--- config.mk ---
export PLATFORM = sky130hd
export DESIGN_NAME = io_input_conditioner
export DESIGN_NICKNAME = d
export VERILOG_FILES = /design/src/rtl/io_pkg.sv /design/src/rtl/btn_debounce.sv /design/src/rtl/io_input_conditioner.sv
export SDC_FILE = /design/constraint.sdc
export NUM_CORES = 1
export LEC_CHECK = 0
export ABC_AREA = 1
export CAP_MARGIN = 20
export CORE_AREA = 2 2 135 104
export CTS_CLUSTER_DIAMETER = 100
export CTS_CLUSTER_SIZE = 14
export DETAILED_ROUTE_END_ITERATION = 16
export DIE_AREA = 0 0 137 106
export GPL_ROUTABILITY_DRIVEN = 0
export GPL_TIMING_DRIVEN = 1
export PLACE_DENSITY = 0.71
export SYNTH_ARGS = -nofsm -noshare
export SYNTH_HDL_FRONTEND = slang
export SYNTH_SLANG_ARGS = --single-unit
--- constraint.sdc ---
create_clock -name clk -period 1.7 [get_ports clk]
set_input_delay 0.255 -clock clk [delete_from_list [all_inputs] [get_ports clk]]
set_output_delay 0.255 -clock clk [all_outputs]
set_load 0.03 [all_outputs]
--- src/rtl/io_pkg.sv ---
// Shared types and constants for the board-input conditioning front end.
package io_pkg;

  // Debounce state of one push-button.
  typedef enum logic [1:0] {
    IDLE         = 2'd0,
    PRESS_WAIT   = 2'd1,
    PRESSED      = 2'd2,
    RELEASE_WAIT = 2'd3
  } btn_state_t;

  // 10 ms at a 100 MHz system clock.
  localparam int unsigned DEBOUNCE_DEFAULT = 1_000_000;

  // Button lane indices inside the packed button vectors of the top level.
  localparam int unsigned NUM_BTN = 2;
  localparam int unsigned BTN_L   = 0;
  localparam int unsigned BTN_R   = 1;

  // The debounced level is high once a press has been accepted, and it stays
  // high while a release is still being qualified.
  function automatic logic is_held_state(input btn_state_t st);
    return (st == PRESSED) || (st == RELEASE_WAIT);
  endfunction

endpackage : io_pkg

--- src/rtl/btn_debounce.sv ---
// Single push-button conditioner: 2-flop synchroniser, debounce FSM with a
// saturating window counter, registered press pulse and debounced level.
// DEBOUNCE_CYCLES must be at least 2.
module btn_debounce
  import io_pkg::*;
#(
  parameter int unsigned DEBOUNCE_CYCLES = DEBOUNCE_DEFAULT
) (
  input  logic clk,
  input  logic rst,    // asynchronous, active low
  input  logic raw,    // asynchronous, bouncy
  output logic pulse,  // one cycle per accepted press
  output logic held    // debounced level
);

  localparam int unsigned     CNT_W    = $clog2(DEBOUNCE_CYCLES);
  localparam logic [CNT_W-1:0] CNT_LAST = CNT_W'(DEBOUNCE_CYCLES - 1);

  logic             s1_q;
  logic             s2_q;
  btn_state_t       state_q;
  btn_state_t       state_d;
  logic [CNT_W-1:0] cnt_q;
  logic [CNT_W-1:0] cnt_d;
  logic             pulse_q;
  logic             pulse_d;
  logic             held_q;
  logic             held_d;

  // Bring the raw input into the clk domain; only s2 is used below.
  always_ff @(posedge clk or negedge rst) begin
    if (!rst) begin
      s1_q <= 1'b0;
      s2_q <= 1'b0;
    end else begin
      s1_q <= raw;
      s2_q <= s1_q;
    end
  end

  // Next-state logic: a level change is accepted only after the synchronised
  // input has stayed at the new level for the whole window.
  always_comb begin
    state_d = state_q;
    cnt_d   = cnt_q;
    pulse_d = 1'b0;
    case (state_q)
      IDLE: begin
        if (s2_q) begin
          state_d = PRESS_WAIT;
          cnt_d   = '0;
        end
      end
      PRESS_WAIT: begin
        if (!s2_q) begin
          state_d = IDLE;
        end else if (cnt_q == CNT_LAST) begin
          state_d = PRESSED;
          pulse_d = 1'b1;
        end else begin
          cnt_d = cnt_q + CNT_W'(1);
        end
      end
      PRESSED: begin
        if (!s2_q) begin
          state_d = RELEASE_WAIT;
          cnt_d   = '0;
        end
      end
      RELEASE_WAIT: begin
        // A bounce back to 1 resumes the press without a second pulse.
        if (s2_q) begin
          state_d = PRESSED;
        end else if (cnt_q == CNT_LAST) begin
          state_d = IDLE;
        end else begin
          cnt_d = cnt_q + CNT_W'(1);
        end
      end
      default: begin
        state_d = IDLE;
        cnt_d   = '0;
      end
    endcase
    held_d = is_held_state(state_d);
  end

  // FSM state, window counter and registered outputs.
  always_ff @(posedge clk or negedge rst) begin
    if (!rst) begin
      state_q <= IDLE;
      cnt_q   <= '0;
      pulse_q <= 1'b0;
      held_q  <= 1'b0;
    end else begin
      state_q <= state_d;
      cnt_q   <= cnt_d;
      pulse_q <= pulse_d;
      held_q  <= held_d;
    end
  end

  assign pulse = pulse_q;
  assign held  = held_q;

endmodule : btn_debounce

--- src/rtl/io_input_conditioner.sv ---
// Front-end conditioning for the memory-mapped IO port: two debounced
// push-buttons producing press pulses, plus a switch bank debounced as one
// word so the port never latches a half-updated value.
// DEBOUNCE_CYCLES must be at least 2.
module io_input_conditioner
  import io_pkg::*;
#(
  parameter int unsigned DEBOUNCE_CYCLES = DEBOUNCE_DEFAULT,
  parameter int unsigned SW_WIDTH        = 16
) (
  input  logic                clk,
  input  logic                rst,         // asynchronous, active low
  input  logic                btnL_raw,
  input  logic                btnR_raw,
  input  logic [SW_WIDTH-1:0] switch_raw,
  output logic                buttonL,
  output logic                buttonR,
  output logic                heldL,
  output logic                heldR,
  output logic [SW_WIDTH-1:0] switch
);

  localparam int unsigned      CNT_W     = $clog2(DEBOUNCE_CYCLES);
  localparam logic [CNT_W-1:0] SCNT_LAST = CNT_W'(DEBOUNCE_CYCLES - 1);

  // ---------------------------------------------------------------------------
  // Buttons: identical, fully independent lanes.
  // ---------------------------------------------------------------------------
  logic [NUM_BTN-1:0] btn_raw;
  logic [NUM_BTN-1:0] btn_pulse;
  logic [NUM_BTN-1:0] btn_held;

  assign btn_raw[BTN_L] = btnL_raw;
  assign btn_raw[BTN_R] = btnR_raw;

  genvar gi;
  generate
    for (gi = 0; gi < NUM_BTN; gi++) begin : g_btn
      btn_debounce #(
        .DEBOUNCE_CYCLES(DEBOUNCE_CYCLES)
      ) u_btn (
        .clk  (clk),
        .rst  (rst),
        .raw  (btn_raw[gi]),
        .pulse(btn_pulse[gi]),
        .held (btn_held[gi])
      );
    end
  endgenerate

  assign buttonL = btn_pulse[BTN_L];
  assign buttonR = btn_pulse[BTN_R];
  assign heldL   = btn_held[BTN_L];
  assign heldR   = btn_held[BTN_R];

  // ---------------------------------------------------------------------------
  // Switch bank: one shared window for the whole word.
  // ---------------------------------------------------------------------------
  logic [SW_WIDTH-1:0] sw_s1_q;
  logic [SW_WIDTH-1:0] sw_s2_q;
  logic [SW_WIDTH-1:0] cand_q;
  logic [SW_WIDTH-1:0] cand_d;
  logic [CNT_W-1:0]    scnt_q;
  logic [CNT_W-1:0]    scnt_d;
  logic [SW_WIDTH-1:0] switch_q;
  logic [SW_WIDTH-1:0] switch_d;

  // Per-bit 2-flop synchroniser; bits may resolve on different cycles, which
  // the word-level window below absorbs.
  always_ff @(posedge clk or negedge rst) begin
    if (!rst) begin
      sw_s1_q <= '0;
      sw_s2_q <= '0;
    end else begin
      sw_s1_q <= switch_raw;
      sw_s2_q <= sw_s1_q;
    end
  end

  // Any bit change restarts the window; the output is replaced as a whole
  // word once the candidate has been stable for the full window.
  always_comb begin
    cand_d   = cand_q;
    scnt_d   = scnt_q;
    switch_d = switch_q;
    if (sw_s2_q != cand_q) begin
      cand_d = sw_s2_q;
      scnt_d = '0;
    end else if (scnt_q == SCNT_LAST) begin
      // Counter saturates here; reloading the same word is harmless.
      switch_d = cand_q;
    end else begin
      scnt_d = scnt_q + CNT_W'(1);
    end
  end

  // Switch candidate, window counter and published word.
  always_ff @(posedge clk or negedge rst) begin
    if (!rst) begin
      cand_q   <= '0;
      scnt_q   <= '0;
      switch_q <= '0;
    end else begin
      cand_q   <= cand_d;
      scnt_q   <= scnt_d;
      switch_q <= switch_d;
    end
  end

  assign switch = switch_q;

endmodule : io_input_conditioner

Yosys cells after proc, flatten, opt, wreduce, memory -nomap -nowiden
Index checks and enable logic that the tools add are counted.
{"block": "totals", "out_inout_bits": 20, "elab_cells": 85, "reg_bits": 136}
{"block": "classes", "n_bitwise": 1, "addsub": 3, "n_eq_ne": 23, "muxes": 34, "reduce_logical": 7}
{"operator": "$mux W20", "n": 12}
{"operator": "$pmux W20 S4", "n": 2}
{"operator": "$add A20 B1 Y20 const B", "n": 3}
{"operator": "$eq A20 B20 Y1 const B", "n": 3}
{"operator": "$mux W2", "n": 12}
{"operator": "$eq A2 B2 Y1 const B", "n": 8}
{"operator": "$ne A16 B16 Y1", "n": 1}
{"operator": "$pmux W2 S4", "n": 2}
{"operator": "$ne A2 B2 Y1 const B", "n": 5}
{"operator": "$ne A2 B1 Y1 const B", "n": 4}
{"operator": "$reduce_and A4 Y1", "n": 2}
{"operator": "$mux W1", "n": 6}
{"operator": "$eq A2 B1 Y1 const B", "n": 2}
{"operator": "$logic_not A2 Y1", "n": 2}
{"operator": "$logic_or A1 B1 Y1", "n": 2}
{"operator": "$reduce_and A2 Y1", "n": 1}
{"operator": "$not A1 Y1", "n": 1}

Logic depth before layout (Yosys ltp)
Gate-level depths: netlist of the first run.
{"block": "depth", "depth_word": 6, "ltp_mapped": 11, "ltp_nobuf": 10}

By module
A second synthesis of the first run with hierarchy kept.
{"block": "hier_totals", "cells_unflattened": 822, "hier_area_um2": 6600.1}
{"mod": "io_input_conditioner", "seq_area_each_um2": 2102.0, "cells_per_inst": 376, "n_inst": 1, "area_per_inst_um2": 3499.6}
{"mod": "btn_debounce", "seq_area_each_um2": 625.6, "cells_per_inst": 223, "n_inst": 2, "area_per_inst_um2": 1550.2}

Worst setup path after synthesis of the first run
No wires, ideal clock.
{"block": "synth_path", "path_kind": "reg-to-reg", "start": "register scnt_q[0]", "end": "register switch_q[10], in the netlist switch[10]", "stages_incl_launch_ff": 10, "required_ps": 1582, "arrival_ps": 1478, "setup_slack_ps": 104, "setup_time_ps": 118, "path_buffers": 1, "cell_sequence": "dfrtp_1 > ha_1 > nand3_1 > nor2_2 > inv_1 > nor2_4 > nand3_4 > buf_6 > nand2_1 > nand2_1"}
{"block": "synth_between", "elab_chain_cells": 2}
{"element": "start: declaration", "line_no": "io_input_conditioner.sv:63", "source": "logic [CNT_W-1:0] scnt_q;"}
{"element": "start signal: assignment", "line_no": "io_input_conditioner.sv:105", "source": "scnt_q <= scnt_d;"}
{"element": "$eq A20 B20 Y1", "line_no": "io_input_conditioner.sv:89", "source": "end else if (scnt_q == SCNT_LAST) begin"}
{"element": "$reduce_and A2 Y1 (no line)"}
{"element": "end signal: assignment", "line_no": "io_input_conditioner.sv:106", "source": "switch_q <= switch_d;"}
{"element": "end: declaration", "line_no": "io_input_conditioner.sv:65", "source": "logic [SW_WIDTH-1:0] switch_q;"}
No other way between the ends.
A chain may end at the register's enable or synchronous reset.

Final worst setup path of the first run
{"block": "layout_path", "start": "register g_btn[0].u_btn.held_q", "end": "output heldL"}
{"element": "start: declaration", "line_no": "btn_debounce.sv:27", "source": "logic held_q;"}
{"element": "start signal: assignment", "line_no": "btn_debounce.sv:99", "source": "held_q <= held_d;"}
{"element": "end: declaration", "line_no": "io_input_conditioner.sv:18", "source": "output logic heldL,"}
No word-level cell between the ends.

==> results of run 1 <==
[worst max path at each step]
stage | start | endpoint | slack (ns)
floorplan | scnt_q[0]$_DFFE_PN0N_ | switch[10]$_DFFE_PN0P_ | 0.10
global placement | scnt_q[0]$_DFFE_PN0N_ | switch[2]$_DFFE_PN0P_ | 0.07
detailed placement | g_btn[1].u_btn.cnt_q[0]$_DFFE_PN0P_ | g_btn[1].u_btn.cnt_q[5]$_DFFE_PN0P_ | 0.004
CTS | switch[8]$_DFFE_PN0P_ | switch[8] | 0.002
global route | scnt_q[6]$_DFFE_PN0N_ | scnt_q[17]$_DFFE_PN0N_ | -0.09
finish | g_btn[0].u_btn.held$_DFF_PN0_ | heldL | 0.03
[sequential cells by signal, indices dropped and copies added (netlist names)]
register	flops
cand_q	16
g_btn.u_btn.cnt_q	40
g_btn.u_btn.held	2
g_btn.u_btn.pulse	2
g_btn.u_btn.s1_q	2
g_btn.u_btn.s2_q	2
g_btn.u_btn.state_q	4
scnt_q	20
sw_s1_q	16
sw_s2_q	16
switch	16
[cells by family after synthesis]
family | count (synthesis)
DFF | 136
and+or+nand+nor | 497
AOI/OAI and AO/OA | 49
xor gates and xnor gates | 19
buffers and inverters | 109
adders and majority gates | 3
[area by class of cell]
cell class	instances	area [sq um]
repair buffers	84	763
clock inverters	15	176
clock buffers	17	425
fillers	1131	5390
well taps	175	219
multi-input cells	569	2650
inverters	79	302
flip-flops and latches	136	3400
[through the flow]
stage	cells	utilization (%)	instance area [sq um]	setup TNS, ns	setup slack [ns]
finish	1075	59.6	7940	0	0.0272
global route	1075	59.6	7940	-1.10	-0.0946
CTS	1060	58.1	7740	0	0.00179
detailed placement	1027	53.6	7150	0	0.00359
global placement	1027	53.6	7150	0	0.0709
floorplan	813	-	6470	0	0.104
[repair_timing]
action	4_1_cts	5_1_grt
endpoints found under the setup margin	16	64
pin swaps	0	7
gates resized for setup	16	30
endpoints found under the hold margin	108	0
hold buffers	1	0
setup buffers	0	13
cloned	0	2
[cell usage in the layout (no fill, tap or decap), drive strengths merged]
master / n
a21oi: 8
buf: 45
bufinv: 1
clkbuf: 17
clkdlybuf4s50: 19
clkinv: 3
clkinvlp: 2
dfrtp: 136
dlygate4sd2: 16
dlygate4sd3: 1
dlymetal6s2s: 3
ha: 3
inv: 88
nand2: 250
nand3: 67
nand3b: 2
nand4: 28
nor2: 132
nor3: 12
nor3b: 1
nor4: 1
o21ai: 34
o21bai: 7
or2: 5
xnor2: 7
xor2: 12
[power breakdown]
group | leakage, nW | total (mW) | switching (mW) | internal [mW]
registers | 1.77 | 3.38 | 0.0619 | 3.32
logic | 1.69 | 0.304 | 0.187 | 0.117
clock network | 0.292 | 3.73 | 1.62 | 2.11
total | 3.75 | 7.41 | 1.87 | 5.54
[per-layer routing]
layer	wire length, microns	vias up	part of all wire [%]	track usage, %
met1	6730	2492	47	28.5
met4	230	0	1.6	6.70
met3	760	28	5.4	5.48
met5	0	-	0	0
li1	-	2711	-	-
met2	6450	172	46	31.7
==> results.yml, run 1 <==
final_layout:
  drive_gt1_share_pct: 12.4
  n_antenna_cell: 0
  final_nets: 910
  area_growth_pct: 22.8
critical_path:
  critPathBufInv: 1
  max_stage_delay_ns: 0.66
  crit_type: "reg2out"
  reg2reg_from: "cand_q[15]$_DFFE_PN0N_"
  cp.depth: 1
  path_delay_family: "buffers and inverters"
  crit_path_top_delay_cell: "clkdlybuf4s50_1"
  crit_path_start_kind: "register"
  cp-end-kind: "output port"
  reg2reg_depth: 8
  required_ns: 1.44
  r2r_setup_slack_ns: 0.05
  cp_max_fo: 1
  cp.arrival_ns: 1.42
  cp_cell_sequence: "clkdlybuf4s50_1"
  r2r_end: "switch[1]$_DFFE_PN0P_"
grt:
  grt_overflow_total: 0
  track_usage_pct: 20.6
  grt_max_degree: 48
  antenna_found_initial: 0
  grt_pass1_wl_mm: 23.7
  grt_pass1_vias: 5093
detailed_routing:
  viasPerCell: 5.03
  drt_pass1_iterations: 5
  totalWireLength_mm: 14.2
  wl_per_cell_microns: 13.2
  initialDrtViolationCount: 361
  vias: 5403
  ant_nets: 0
  drc: 0
placement:
  io_buffers: 39
  dp_hpwl_mm: 9.21
floorplan:
  core_area_sq_um: 13300
  num_rows: 37
  fp.dieArea_sq_um: 14500
  die_h_microns: 106
  start_util_pct: 48.5
  ios: 40
  die_x_microns: 137
pwr:
  power.total_mw: 7.41
  vdd_ir_drop_max_v: 0.000762
  total_leakage_power_nw: 3.75
  power_density_nw_per_um2: 933
clock_tree:
  clock_path_buffers: 2
  clk_latency_ns: 0.42
  clk_transition_reported_paths_ns: 0.07
  tritoncts: "done"
  cts.htree.levels: 4
  cts_sinks: 136
  clk_root_buffer_cell: "clkbuf_16"
  cts_buffers: 17
yosys:
  syn_nets: 836
  synth_mux_area_share_pct: 0
  synthAdderAreaFrac_pct: 0.580
  yosysTopAreaCell: "dfrtp_1"
  yosys_warnings: 0
  synth_flop_cell: "dfrtp_1"
  synth_edf_count: 0
  ys_top_cells_by_count: "250 x nand2_1, 136 x dfrtp_1, 127 x nor2_1"
  synth_compound_area_share_pct: 4.18
  syn_inst: 813
  synth_area_per_cell_sq_um: 7.95
  ys_ff_latch: 136
  synth_area_sq_um: 6470
  synth_xor_area_share_pct: 2.57
  synth_top_family_by_area: "simple AND/OR/NAND/NOR gates"
  yosysTopAreaCellShare_pct: 52.6
  ys_types: 32
  synth-simple-area-share_pct: 32.7
  synth.top_cells.by_area: "dfrtp_1 53%, nand2_1 15%, nor2_1 7.4%"
  synthArstFlopShare_pct: 100
  synth-seq-area-share_pct: 52.6
  synth.most_common_cell: "nand2_1"
job:
  maxCapViolCount: 0
timing:
  finalSetupViolations: 0
  fmax_mhz: 598
  fin_crit_ns: 1.67
  finalHoldViolCount: 0
  fin_skew_ns: 0.0115
  rsz0062_at_grt: "true"
  worst_pin_slew_ns: 0.337
  slew_viol_final: 0
  whs_ns: 0.236
  maxSlewHeadroom_pct: 77.4
  final.period_utilization_pct: 98.4
hold_path:
  min-delay-path-class: "in2async"
status:
  status: "finished, final reports clean"
(Power assumes the default switching activity.)
==> run 2, diff against run 1 <==
Settings changed: GPL_TIMING_DRIVEN 1 to 0.
==> run 2 against run 1 <==
Compared with the run above:
- count of clock-buffer cells in the layout increased by 3
- critical path type is now reg2reg
- cell count increased by 0.74%
- sequential power about the same
- hold slack improved by 0.038 ns
- worst setup slack got worse by 0.013 ns
- combinational power increased by 17%
- sequential share of layout area decreased by 0.60 points
- critical path depth increased by 7
==> results.yml, run 2 (synthesis results as in run 1) <==
status:
  status: "finished, final reports clean"
floorplan:
  die_h_microns: 106
  core_area_sq_um: 13300
  start_util_pct: 48.5
  ios: 40
  fp.dieArea_sq_um: 14500
  num_rows: 37
  die_x_microns: 137
grt:
  grt_max_degree: 98
  grt_pass1_vias: 4836
  grt_pass1_wl_mm: 22.6
  antenna_found_initial: 0
  track_usage_pct: 19.9
  grt_overflow_total: 0
placement:
  dp_hpwl_mm: 8.99
  io_buffers: 39
  dp_slack_ns: -0.223
  dp.cells: 1028
timing:
  fin_crit_ns: 1.69
  fin_tns_setup_ns: 0
  worst_slack_ns: 0.0142
  finalSetupViolations: 0
  maxSlewHeadroom_pct: 64.2
  fin_skew_ns: 0.0113
  worst_pin_slew_ns: 0.537
  final.period_utilization_pct: 99.2
  fmax_mhz: 593
  rsz0062_at_grt: "true"
  slew_viol_final: 0
  finalHoldViolCount: 0
job:
  maxCapViolCount: 0
critical_path:
  r2r_end: "switch[7]$_DFFE_PN0P_"
  required_ns: 2.01
  cp.arrival_ns: 1.99
  max_stage_delay_ns: 0.39
  crit_type: "reg2reg"
  crit_path_start_kind: "register"
  reg2reg_from: "sw_s2_q[1]$_DFF_PN0_"
  cp_cell_sequence: "xor2_1 > nor2_1 > nand2_1 > nor2_4 > nand3_4 > buf_6 > nand2_2 > nand2_1"
  cp-end-kind: "register"
  r2r_setup_slack_ns: 0.01
  reg2reg_depth: 8
  cpMostUsedCell: "nand2_1"
  crit_path_top_delay_cell: "dfrtp_1"
  cp_max_fo: 8
detailed_routing:
  ant_nets: 0
  drc: 0
  wl_per_cell_microns: 12.4
  initialDrtViolationCount: 365
  totalWireLength_mm: 13.4
  drt_pass1_iterations: 5
  vias: 5383
  viasPerCell: 4.97
pwr:
  power_density_nw_per_um2: 920
  vdd_ir_drop_max_v: 0.000798
  power.total_mw: 7.41
  total_leakage_power_nw: 3.82
final_layout:
  final_common_cell: "nand2_1"
  largest_register_ffs: 40
  final_core_util_pct: 60.4
  drive_gt1_share_pct: 13.0
  fin_cells: 1083
  final_nets: 918
  largestRegisters: "g_btn.u_btn.cnt_q (40), scnt_q (20)"
  n_antenna_cell: 0
  regMostFlops: "g_btn.u_btn.cnt_q"
  area_growth_pct: 24.6
  fillers: 1148
  final_cell_mix: "237 x nand2_1, 135 x dfrtp_1, 119 x nor2_1"
hold_path:
  min_from: "switch_raw[12]"
  min_to: "sw_s1_q[12]$_DFF_PN0_"
  hold_depth: 1
  min-delay-path-class: "in2reg"
clock_tree:
  cts_buffers: 17
  clock_path_buffers: 2
  cts_sinks: 136
  clk_latency_ns: 0.42
  tritoncts: "done"
  cts.htree.levels: 4
  clk_transition_reported_paths_ns: 0.06
  clk_root_buffer_cell: "clkbuf_16"
-- run 2: cell types whose count changed in the layout (fill, tap and decap cells not counted), moves of 5 or more --
cell	before	now
dlymetal6s2s_1	3	8
dlygate4sd2_1	16	11
inv_8	6	0
nand2_2	7	13
clkbuf_1	0	19
nand2_1	243	237
buf_4	37	21
-- run 2: power by group --
group | leakage [nW] | internal, mW | total [mW] | switching [mW]
clock | 0.292 | 2.26 | 3.67 | 1.41
sequential | 1.77 | 3.32 | 3.39 | 0.0669
combinational | 1.76 | 0.156 | 0.356 | 0.201
total | 3.82 | 5.73 | 7.41 | 1.68
-- run 2: what timing repair did --
action	CTS	global route
endpoints found under the setup margin	70	83
pin swaps	4	12
gates resized for setup	19	51
hold endpoints to repair	39	0
hold buffers	1	0
cloned	0	2
buffers inserted	9	11
-- run 2: layout make-up --
type                       count  area [sq um]  area share [%]
buffer                        30           191            2.38
clock buffer                  20           457            5.67
clock inverter                12           139            1.72
inverter                      79           302            3.74
multi-input combinational    569          2740            34.0
sequential                   136          3400            42.3
tap                          175           219            2.72
timing repair buffer          62           601            7.46
-- run 2: stage by stage --
stage | hold slack [ns] | instance area [sq um]
global route | 0.258 | 8050
floorplan | -0.0406 | 6470
detailed placement | 0.186 | 7100
CTS | 0.254 | 7800
global placement | 0.332 | 7080
finish | 0.274 | 8050
-- run 2: worst max path at each step --
stage	startpoint	endpoint	slack, ns	cells after the start
2_1_floorplan	scnt_q[0]$_DFFE_PN0N_	switch[10]$_DFFE_PN0P_	0.10	9
3_3_place_gp	rst	g_btn[0].u_btn.cnt_q[9]$_DFFE_PN0P_	-5.00	1
3_5_place_dp	g_btn[1].u_btn.cnt_q[0]$_DFFE_PN0P_	g_btn[1].u_btn.cnt_q[15]$_DFFE_PN0P_	-0.22	9
4_1_cts	switch[5]$_DFFE_PN0P_	switch[5]	0.0007	1
5_1_grt	sw_s2_q[1]$_DFF_PN0_	switch[8]$_DFFE_PN0P_	-0.05	8
6_report	sw_s2_q[1]$_DFF_PN0_	switch[7]$_DFFE_PN0P_	0.01	8
-- run 2: worst max-delay path, delay by kind of cell (launching register included) --
kind	cells	cell delay (ns)
buffers and inverters	1	0.17
and+or+nand+nor	6	0.85
xor gates and xnor gates	1	0.16
DFF	1	0.39
-- run 2: per-layer routing --
metal / up-vias / share of wire (%) / GRT usage, %
met4: 0 / 0.67 / 5.89
met2: 117 / 45 / 29.6
met3: 7 / 5.0 / 5.10
li1: 2733 / - / -
met5: - / 0 / 0
met1: 2526 / 49 / 28.6
==> run 3, diff against run 2 <==
Settings changed: CAP_MARGIN 20 to 25.
==> results of run 3 <==
The final DEF is identical to that of run 2; final timing and power are the same.
